[src/rtl/scroll_pkg.sv]
// Shared constants for the vertical scroll master and its followers.
// Holds the playfield height, the per-move step, the scroll/timer widths,
// the controller state encoding and the scroll wrap rule, so every block
// that follows the master steps its own offset identically.
package scroll_pkg;

  localparam int unsigned SCREEN_HEIGHT = 480;
  localparam int unsigned MOVE_AMT      = 2;
  localparam int unsigned SCROLL_W      = 10;
  localparam int unsigned TIMER_W       = 20;

  // Controller state encoding.
  localparam logic [1:0] ST_IDLE  = 2'd0;
  localparam logic [1:0] ST_RUN   = 2'd1;
  localparam logic [1:0] ST_PAUSE = 2'd2;

  // One scroll step: wrap to zero once the next offset would reach the
  // bottom of the screen.
  function automatic logic [SCROLL_W-1:0] next_scroll(input logic [SCROLL_W-1:0] y);
    logic [SCROLL_W:0] sum;
    sum = {1'b0, y} + (SCROLL_W+1)'(MOVE_AMT);
    if (sum >= (SCROLL_W+1)'(SCREEN_HEIGHT)) begin
      return '0;
    end
    return sum[SCROLL_W-1:0];
  endfunction

endpackage

[src/rtl/scroll_timer.sv]
// Move-period counter.
// Counts cycles while enabled and raises expire in the cycle the count
// reaches period-1; the count restarts from zero on that same edge.
// Ports:
//   clk, reset   - clock, asynchronous active-low reset
//   enable       - count this cycle (controller is actively running)
//   clear        - force the count back to zero (wins over enable)
//   period[19:0] - current move period in cycles
//   expire       - combinational expiry strobe for this cycle
module scroll_timer
  import scroll_pkg::*;
(
  input  logic               clk,
  input  logic               reset,
  input  logic               enable,
  input  logic               clear,
  input  logic [TIMER_W-1:0] period,
  output logic               expire
);

  logic [TIMER_W-1:0] count_q;
  logic [TIMER_W-1:0] count_d;
  logic [TIMER_W-1:0] last_count;

  // The period can shrink while a count is in flight; comparing with >=
  // makes an already-overshot count expire at once instead of running all
  // the way round the 20-bit range.
  assign last_count = (period == '0) ? '0 : period - TIMER_W'(1);
  assign expire     = enable && (count_q >= last_count);

  always_comb begin
    count_d = count_q;
    if (clear) begin
      count_d = '0;
    end else if (enable) begin
      count_d = expire ? '0 : count_q + TIMER_W'(1);
    end
  end

  always_ff @(posedge clk or negedge reset) begin
    if (!reset) begin
      count_q <= '0;
    end else begin
      count_q <= count_d;
    end
  end

endmodule

[src/rtl/scroll_v_controller.sv]
// Vertical scroll master.
// Generates the move tick shared by all vertical followers, the master
// scroll offset, and a speed ramp that shortens the move period every
// RAMP_MOVES moves down to PERIOD_MIN.
// Ports:
//   clk, reset      - clock, asynchronous active-low reset
//   start, stop     - one-cycle control pulses (stop > start > pause)
//   pause           - level; freezes scrolling while high
//   frame_start     - one-cycle pulse at vblank start
//   move            - one-cycle tick, only ever asserted while running
//   scroll_y[9:0]   - master scroll offset 0..479
//   level[3:0]      - speed level 0..15
//   running         - high while in RUN
//   overrun         - sticky: a period expired with a move still pending
//   state_dbg[1:0]  - current controller state, for checkers
// Handshake: move is a fire-and-forget tick; followers must consume it in
// the cycle it is high, there is no back-pressure.
module scroll_v_controller
  import scroll_pkg::*;
#(
  parameter int unsigned PERIOD_INIT = 1007000,
  parameter int unsigned PERIOD_MIN  = 503500,
  parameter int unsigned PERIOD_STEP = 50350,
  parameter int unsigned RAMP_MOVES  = 64
) (
  input  logic                clk,
  input  logic                reset,
  input  logic                start,
  input  logic                stop,
  input  logic                pause,
  input  logic                frame_start,
  output logic                move,
  output logic [SCROLL_W-1:0] scroll_y,
  output logic [3:0]          level,
  output logic                running,
  output logic                overrun,
  output logic [1:0]          state_dbg
);

  localparam int unsigned CNT_W = (RAMP_MOVES > 1) ? $clog2(RAMP_MOVES) : 1;
  localparam logic [TIMER_W-1:0] P_INIT = TIMER_W'(PERIOD_INIT);
  localparam logic [TIMER_W-1:0] P_MIN  = TIMER_W'(PERIOD_MIN);
  localparam logic [TIMER_W-1:0] P_STEP = TIMER_W'(PERIOD_STEP);
  localparam logic [CNT_W-1:0]   CNT_LAST = CNT_W'(RAMP_MOVES - 1);

  logic [1:0]          state_q,   state_d;
  logic                pending_q, pending_d;
  logic [TIMER_W-1:0]  period_q,  period_d;
  logic [3:0]          level_q,   level_d;
  logic [SCROLL_W-1:0] scroll_q,  scroll_d;
  logic [CNT_W-1:0]    cnt_q,     cnt_d;
  logic                overrun_q, overrun_d;
  logic                move_q,    move_d;
  logic                running_q, running_d;

  logic tmr_en;
  logic tmr_clr;
  logic expire;
  logic fire;

  scroll_timer u_timer (
    .clk    (clk),
    .reset  (reset),
    .enable (tmr_en),
    .clear  (tmr_clr),
    .period (period_q),
    .expire (expire)
  );

  assign fire = frame_start && pending_q;

  always_comb begin
    state_d   = state_q;
    pending_d = pending_q;
    period_d  = period_q;
    level_d   = level_q;
    scroll_d  = scroll_q;
    cnt_d     = cnt_q;
    overrun_d = overrun_q;
    move_d    = 1'b0;
    tmr_en    = 1'b0;
    tmr_clr   = 1'b0;

    if (stop) begin
      state_d   = ST_IDLE;
      pending_d = 1'b0;
    end else if (start) begin
      state_d   = ST_RUN;
      pending_d = 1'b0;
      period_d  = P_INIT;
      level_d   = '0;
      scroll_d  = '0;
      cnt_d     = '0;
      overrun_d = 1'b0;
      tmr_clr   = 1'b1;
    end else begin
      case (state_q)
        ST_RUN: begin
          // The edge that enters PAUSE is already frozen so that move can
          // never be high in a cycle where running is low.
          if (pause) begin
            state_d = ST_PAUSE;
          end else begin
            tmr_en = 1'b1;
            if (fire) begin
              move_d   = 1'b1;
              scroll_d = next_scroll(scroll_q);
              if (cnt_q == CNT_LAST) begin
                cnt_d   = '0;
                level_d = (level_q == 4'd15) ? 4'd15 : level_q + 4'd1;
                if ({1'b0, period_q} >= ({1'b0, P_MIN} + {1'b0, P_STEP})) begin
                  period_d = period_q - P_STEP;
                end else begin
                  period_d = P_MIN;
                end
              end else begin
                cnt_d = cnt_q + CNT_W'(1);
              end
            end
            // An expiry on the consuming edge re-arms pending for the next
            // frame; an expiry with an unconsumed move is an overrun.
            if (expire) begin
              pending_d = 1'b1;
              if (pending_q && !fire) begin
                overrun_d = 1'b1;
              end
            end else if (fire) begin
              pending_d = 1'b0;
            end
          end
        end
        ST_PAUSE: begin
          if (!pause) begin
            state_d = ST_RUN;
          end
        end
        default: begin
        end
      endcase
    end

    running_d = (state_d == ST_RUN);
  end

  always_ff @(posedge clk or negedge reset) begin
    if (!reset) begin
      state_q   <= ST_IDLE;
      pending_q <= 1'b0;
      period_q  <= P_INIT;
      level_q   <= '0;
      scroll_q  <= '0;
      cnt_q     <= '0;
      overrun_q <= 1'b0;
      move_q    <= 1'b0;
      running_q <= 1'b0;
    end else begin
      state_q   <= state_d;
      pending_q <= pending_d;
      period_q  <= period_d;
      level_q   <= level_d;
      scroll_q  <= scroll_d;
      cnt_q     <= cnt_d;
      overrun_q <= overrun_d;
      move_q    <= move_d;
      running_q <= running_d;
    end
  end

  assign move      = move_q;
  assign scroll_y  = scroll_q;
  assign level     = level_q;
  assign running   = running_q;
  assign overrun   = overrun_q;
  assign state_dbg = state_q;

endmodule

[config.mk]
export PLATFORM = sky130hd
export DESIGN_NAME = scroll_v_controller
export DESIGN_NICKNAME = d
export VERILOG_FILES = /design/src/rtl/scroll_pkg.sv /design/src/rtl/scroll_timer.sv /design/src/rtl/scroll_v_controller.sv
export SDC_FILE = /design/constraint.sdc
export NUM_CORES = 1
export LEC_CHECK = 0
export CAP_MARGIN = 15
export CORE_UTILIZATION = 60
export DETAILED_ROUTE_END_ITERATION = 7
export GPL_ROUTABILITY_DRIVEN = 1
export GPL_TIMING_DRIVEN = 0
export HOLD_SLACK_MARGIN = 0.08
export PLACE_DENSITY = 0.85
export SKIP_LAST_GASP = 1
export SYNTH_ARGS = -nofsm -noshare
export SYNTH_HDL_FRONTEND = slang
export SYNTH_SLANG_ARGS = --single-unit
[constraint.sdc]
create_clock -name clk -period 4.05 [get_ports clk]
set_input_delay 0.81 -clock clk [delete_from_list [all_inputs] [get_ports clk]]
set_output_delay 0.81 -clock clk [all_outputs]
set_load 0.02 [all_outputs]
==> run metrics <==
clk_skew=0.01237 ns; worst-margin pin slew=0.8093 ns; H-tree depth=3; Placer Congestion=0.9063; Placement Setup Slack=0.05260 ns; Post-DP HPWL=~7800 um; Peak Freq=259.9 MHz; sequential power share=0.461; clock share of power=0.374; site row count=31; setup ws final=0.2029 ns; initial cell density of the core=0.6254; Worst path max stage delay=~0.55 ns; final setup fails=0; first-pass GRT wire length=between 15000 and 20000 um; CP Launch Type=flop; crit path DAT=4.09 ns; asr flop ratio synth=1.000; fin crit share=0.9499; Final ANT Viol Nets=0; Filler Cells Inserted=580; grt ovf=0; initial antenna violation count=0; layout cells sized above 1=0.1263; Main synth FF type=dfrtp_1; Comb pwr share=0.165; Remaining DRCs=0; mean post-synth cell area=8.525 um^2; Max clock buf depth=2; die width=a little under 90 um; Cells after DPL=655; final instance area=approximately 5200 um^2; 1st-iter DRT viols=around 230; number of max-cap violations=0; register area share after synthesis=0.3545; critical path's most frequent cell=nand2_2; Overall Power=1.521 mW; worst path buffer plus inverter count=3; P per Cell Area=293.6 nW/um^2; CTS Sinks=64; critical path depth in cells=15; final non-filler cell total=between 600 and 700; Hold-fix buffers, CTS=0; family with the most delay on the worst path=simple AND/OR/NAND/NOR gates; CP max stage cell=or4_4; top layer in use=met4; Crit Path Category=reg -> reg; # port buffers=21; Netlist cell types=69; Fin. Hold Viols=0; Leak=approximately 2.2 nW; YS warnings=0; Slew Limit Headroom=0.4605; post-synthesis net count=570; total track usage=0.2934; cts bufs inserted=9; drt via density=6.192; Inserted Diodes=0; Clk pin slew, worst setup/hold paths=0.08 ns; Max Slew Vio Count=0; WL final=11210 um; fin nets=608; clock latency on the worst-skew pair=0.36 ns; core area=7292 um^2; Net Sw Frac=0.2955; # IOs=25; vias in the first global route=3852; Die Height=89.19 um; drt pass-1 iters=5; Min-Delay Path Class=in -> async; die footprint=7954 um^2; Net Switching=0.4495 mW; largest net degree at the start of global routing=65; number of synthesized register bits=64; M1 WL=roughly 4900 um; Worst VDD drop=0.1844 mV; post-synthesis cell count=about 540; Critical Path Fanout Max=10; routed length per placed instance=16.56 um; EDFF count, synth=0; area post-placement=around 5000 um^2; min Tclk post-route=3.847 ns; post-synthesis cell area=4561 um^2; CTS tree=yes; vias=roughly 4.2k; synthesis-to-finish area growth=13.58%; status=finished, final reports clean; Worst Reg-to-Reg Cells=15; metal2 WL=5597 um; internal power=1.072 mW; Root Buffer=clkbuf_8; WP data required=~4.3 ns; crit end category=flop; Critical Path, Cell by Cell=buf_6 -> or4_4 -> and4b_2 -> nand2_2 -> nor2_4 -> nand2_2 -> buf_6 -> ha_1 -> nand2b_4 -> a2111oi_4 -> o31ai_4 -> a211oi_2 -> nand2_2 -> buf_4 -> o311ai_1; TNS Setup=0 ns; metal3 WL=490 um
flip-flops by register name (all words and copies together), names as in the netlist:
signal	cells
scroll_y	9
pending_q	1
state_dbg	2
running	1
period_q	19
level	4
cnt_q	6
u_timer.count_q	20
overrun	1
move	1
cells in the mapped netlist, types with 3 or more instances:
| cell | number | area, um^2 |
|---|---|---|
| or3_1 | 5 | 31.28 |
| a22o_1 | 7 | 61.31 |
| a31oi_1 | 9 | 56.30 |
| nor3_1 | 10 | 50.05 |
| a21oi_1 | 38 | 190.2 |
| a22oi_1 | 5 | 37.54 |
| nand3_1 | 28 | 140.1 |
| o31ai_1 | 7 | 52.55 |
| a21o_1 | 6 | 45.04 |
| ha_1 | 29 | 362.9 |
| nor2_1 | 40 | 150.1 |
| o22ai_1 | 3 | 18.77 |
| dfstp_2 | 12 | 315.3 |
| mux2i_1 | 5 | 50.05 |
| o311ai_1 | 11 | 96.34 |
| dfrtp_1 | 52 | 1301 |
| nand2_1 | 64 | 240.2 |
| nor2b_1 | 5 | 31.28 |
| or2_2 | 5 | 31.28 |
| o21ai_0 | 38 | 190.2 |
| buf_6 | 3 | 33.78 |
| inv_1 | 26 | 97.59 |
| nand4_1 | 12 | 75.07 |
| buf_2 | 6 | 30.03 |
| buf_4 | 4 | 30.03 |
| xor2_1 | 7 | 61.31 |
| nand2_2 | 3 | 18.77 |
| o41ai_1 | 3 | 26.28 |
| a311oi_1 | 4 | 35.03 |
| nand2b_1 | 7 | 43.79 |
| and3_1 | 5 | 31.28 |
| clkbuf_1 | 17 | 63.81 |
| xnor2_1 | 6 | 52.55 |
| o21a_1 | 8 | 60.06 |
metrics by stage:
stage / utilization / hold WS (ns)
after floorplan: - / 0.4850
after global placement: 0.6712 / 0.5087
after detailed placement: 0.6709 / 0.5124
after CTS: 0.6982 / 0.5273
after global routing: 0.7104 / 0.5560
final: 0.7104 / 0.5205
cell type report:
| cell class | count | area (um^2) | share of cell area |
|---|---|---|---|
| Buffer | 31 | 165.2 | 0.03188 |
| Inverter | 26 | 97.59 | 0.01884 |
| Tap cell | 99 | 123.9 | 0.02391 |
| Clock buffer | 12 | 145.1 | 0.02802 |
| Clock inverter | 4 | 53.80 | 0.01039 |
| Multi-Input combinational cell | 414 | 2724 | 0.5258 |
| Timing Repair Buffer | 27 | 252.7 | 0.04879 |
| Sequential cell | 64 | 1618 | 0.3123 |
path summary, 6_finish.rpt:
kind | from | end | slack, ns
worst min-delay path | reset | u_timer.count_q[16] | 0.52
worst max register to register | period_q[4] | u_timer.count_q[13] | 0.20
worst max-delay path | period_q[4] | u_timer.count_q[13] | 0.20
max in group asynchronous | reset | period_q[1] | 2.94
worst min register to register | overrun | overrun | 0.53
min in group clk | overrun | overrun | 0.53
worst reg2reg max path: stages, from the launching register on:
cell and delay (ns):
dfstp_2 0.37, buf_6 0.13, or4_4 0.56, and4b_2 0.34, nand2_2 0.12, nor2_4 0.12, nand2_2 0.11, buf_6 0.17
ha_1 0.27, nand2b_4 0.15, a2111oi_4 0.35, o31ai_4 0.12, a211oi_2 0.33, nand2_2 0.14, buf_4 0.18, o311ai_1 0.29
repair_timing:
action,in CTS,in global routing
gates resized for setup,0,9
endpoints found under the setup margin,0,20
setup buffers,0,6
metal layers:
| layer | vias to the layer above | global-route usage |
|---|---|---|
| li1 | 2035 | - |
| met1 | 2008 | 0.3721 |
| met2 | 127 | 0.4969 |
| met3 | 22 | 0.04155 |
| met4 | 0 | 0.1356 |
| met5 | - | 0 |
cell families after synthesis:
kind of cell / after synthesis / share of synthesized area
compound gates: 163 / 0.2475
flops: 64 / 0.3545
buf+inv: 57 / 0.05679
other cells: 1 / 0.0008223
xor+xnor: 13 / 0.02497
mux: 5 / 0.01097
simple gates: 203 / 0.2250
fa+ha+maj: 29 / 0.07956
power by group through the flow:
| stage | clock, mW | combinational (mW) | sequential (mW) |
|---|---|---|---|
| floorplan | 0 | 0.175 | 0.708 |
| global placement | 0 | 0.230 | 0.711 |
| detailed placement | 0 | 0.242 | 0.712 |
| CTS | 0.574 | 0.243 | 0.700 |
| global route | 0.602 | 0.279 | 0.705 |
| finish | 0.569 | 0.252 | 0.701 |
cells in the final DEF, fill, tap and decap left out, types with 10 or more instances in the layout:
| master | n |
|---|---|
| inv_1 | 26 |
| dfrtp_1 | 51 |
| clkbuf_8 | 10 |
| buf_4 | 10 |
| nand3_1 | 28 |
| ha_1 | 29 |
| o311ai_1 | 10 |
| a21oi_1 | 37 |
| clkdlybuf4s50_1 | 20 |
| nand4_1 | 12 |
| nand2_1 | 64 |
| clkbuf_1 | 19 |
| o21ai_0 | 38 |
| dfstp_2 | 12 |
| nor2_1 | 40 |
No activity file was read; power rests on OpenSTA's default activity.
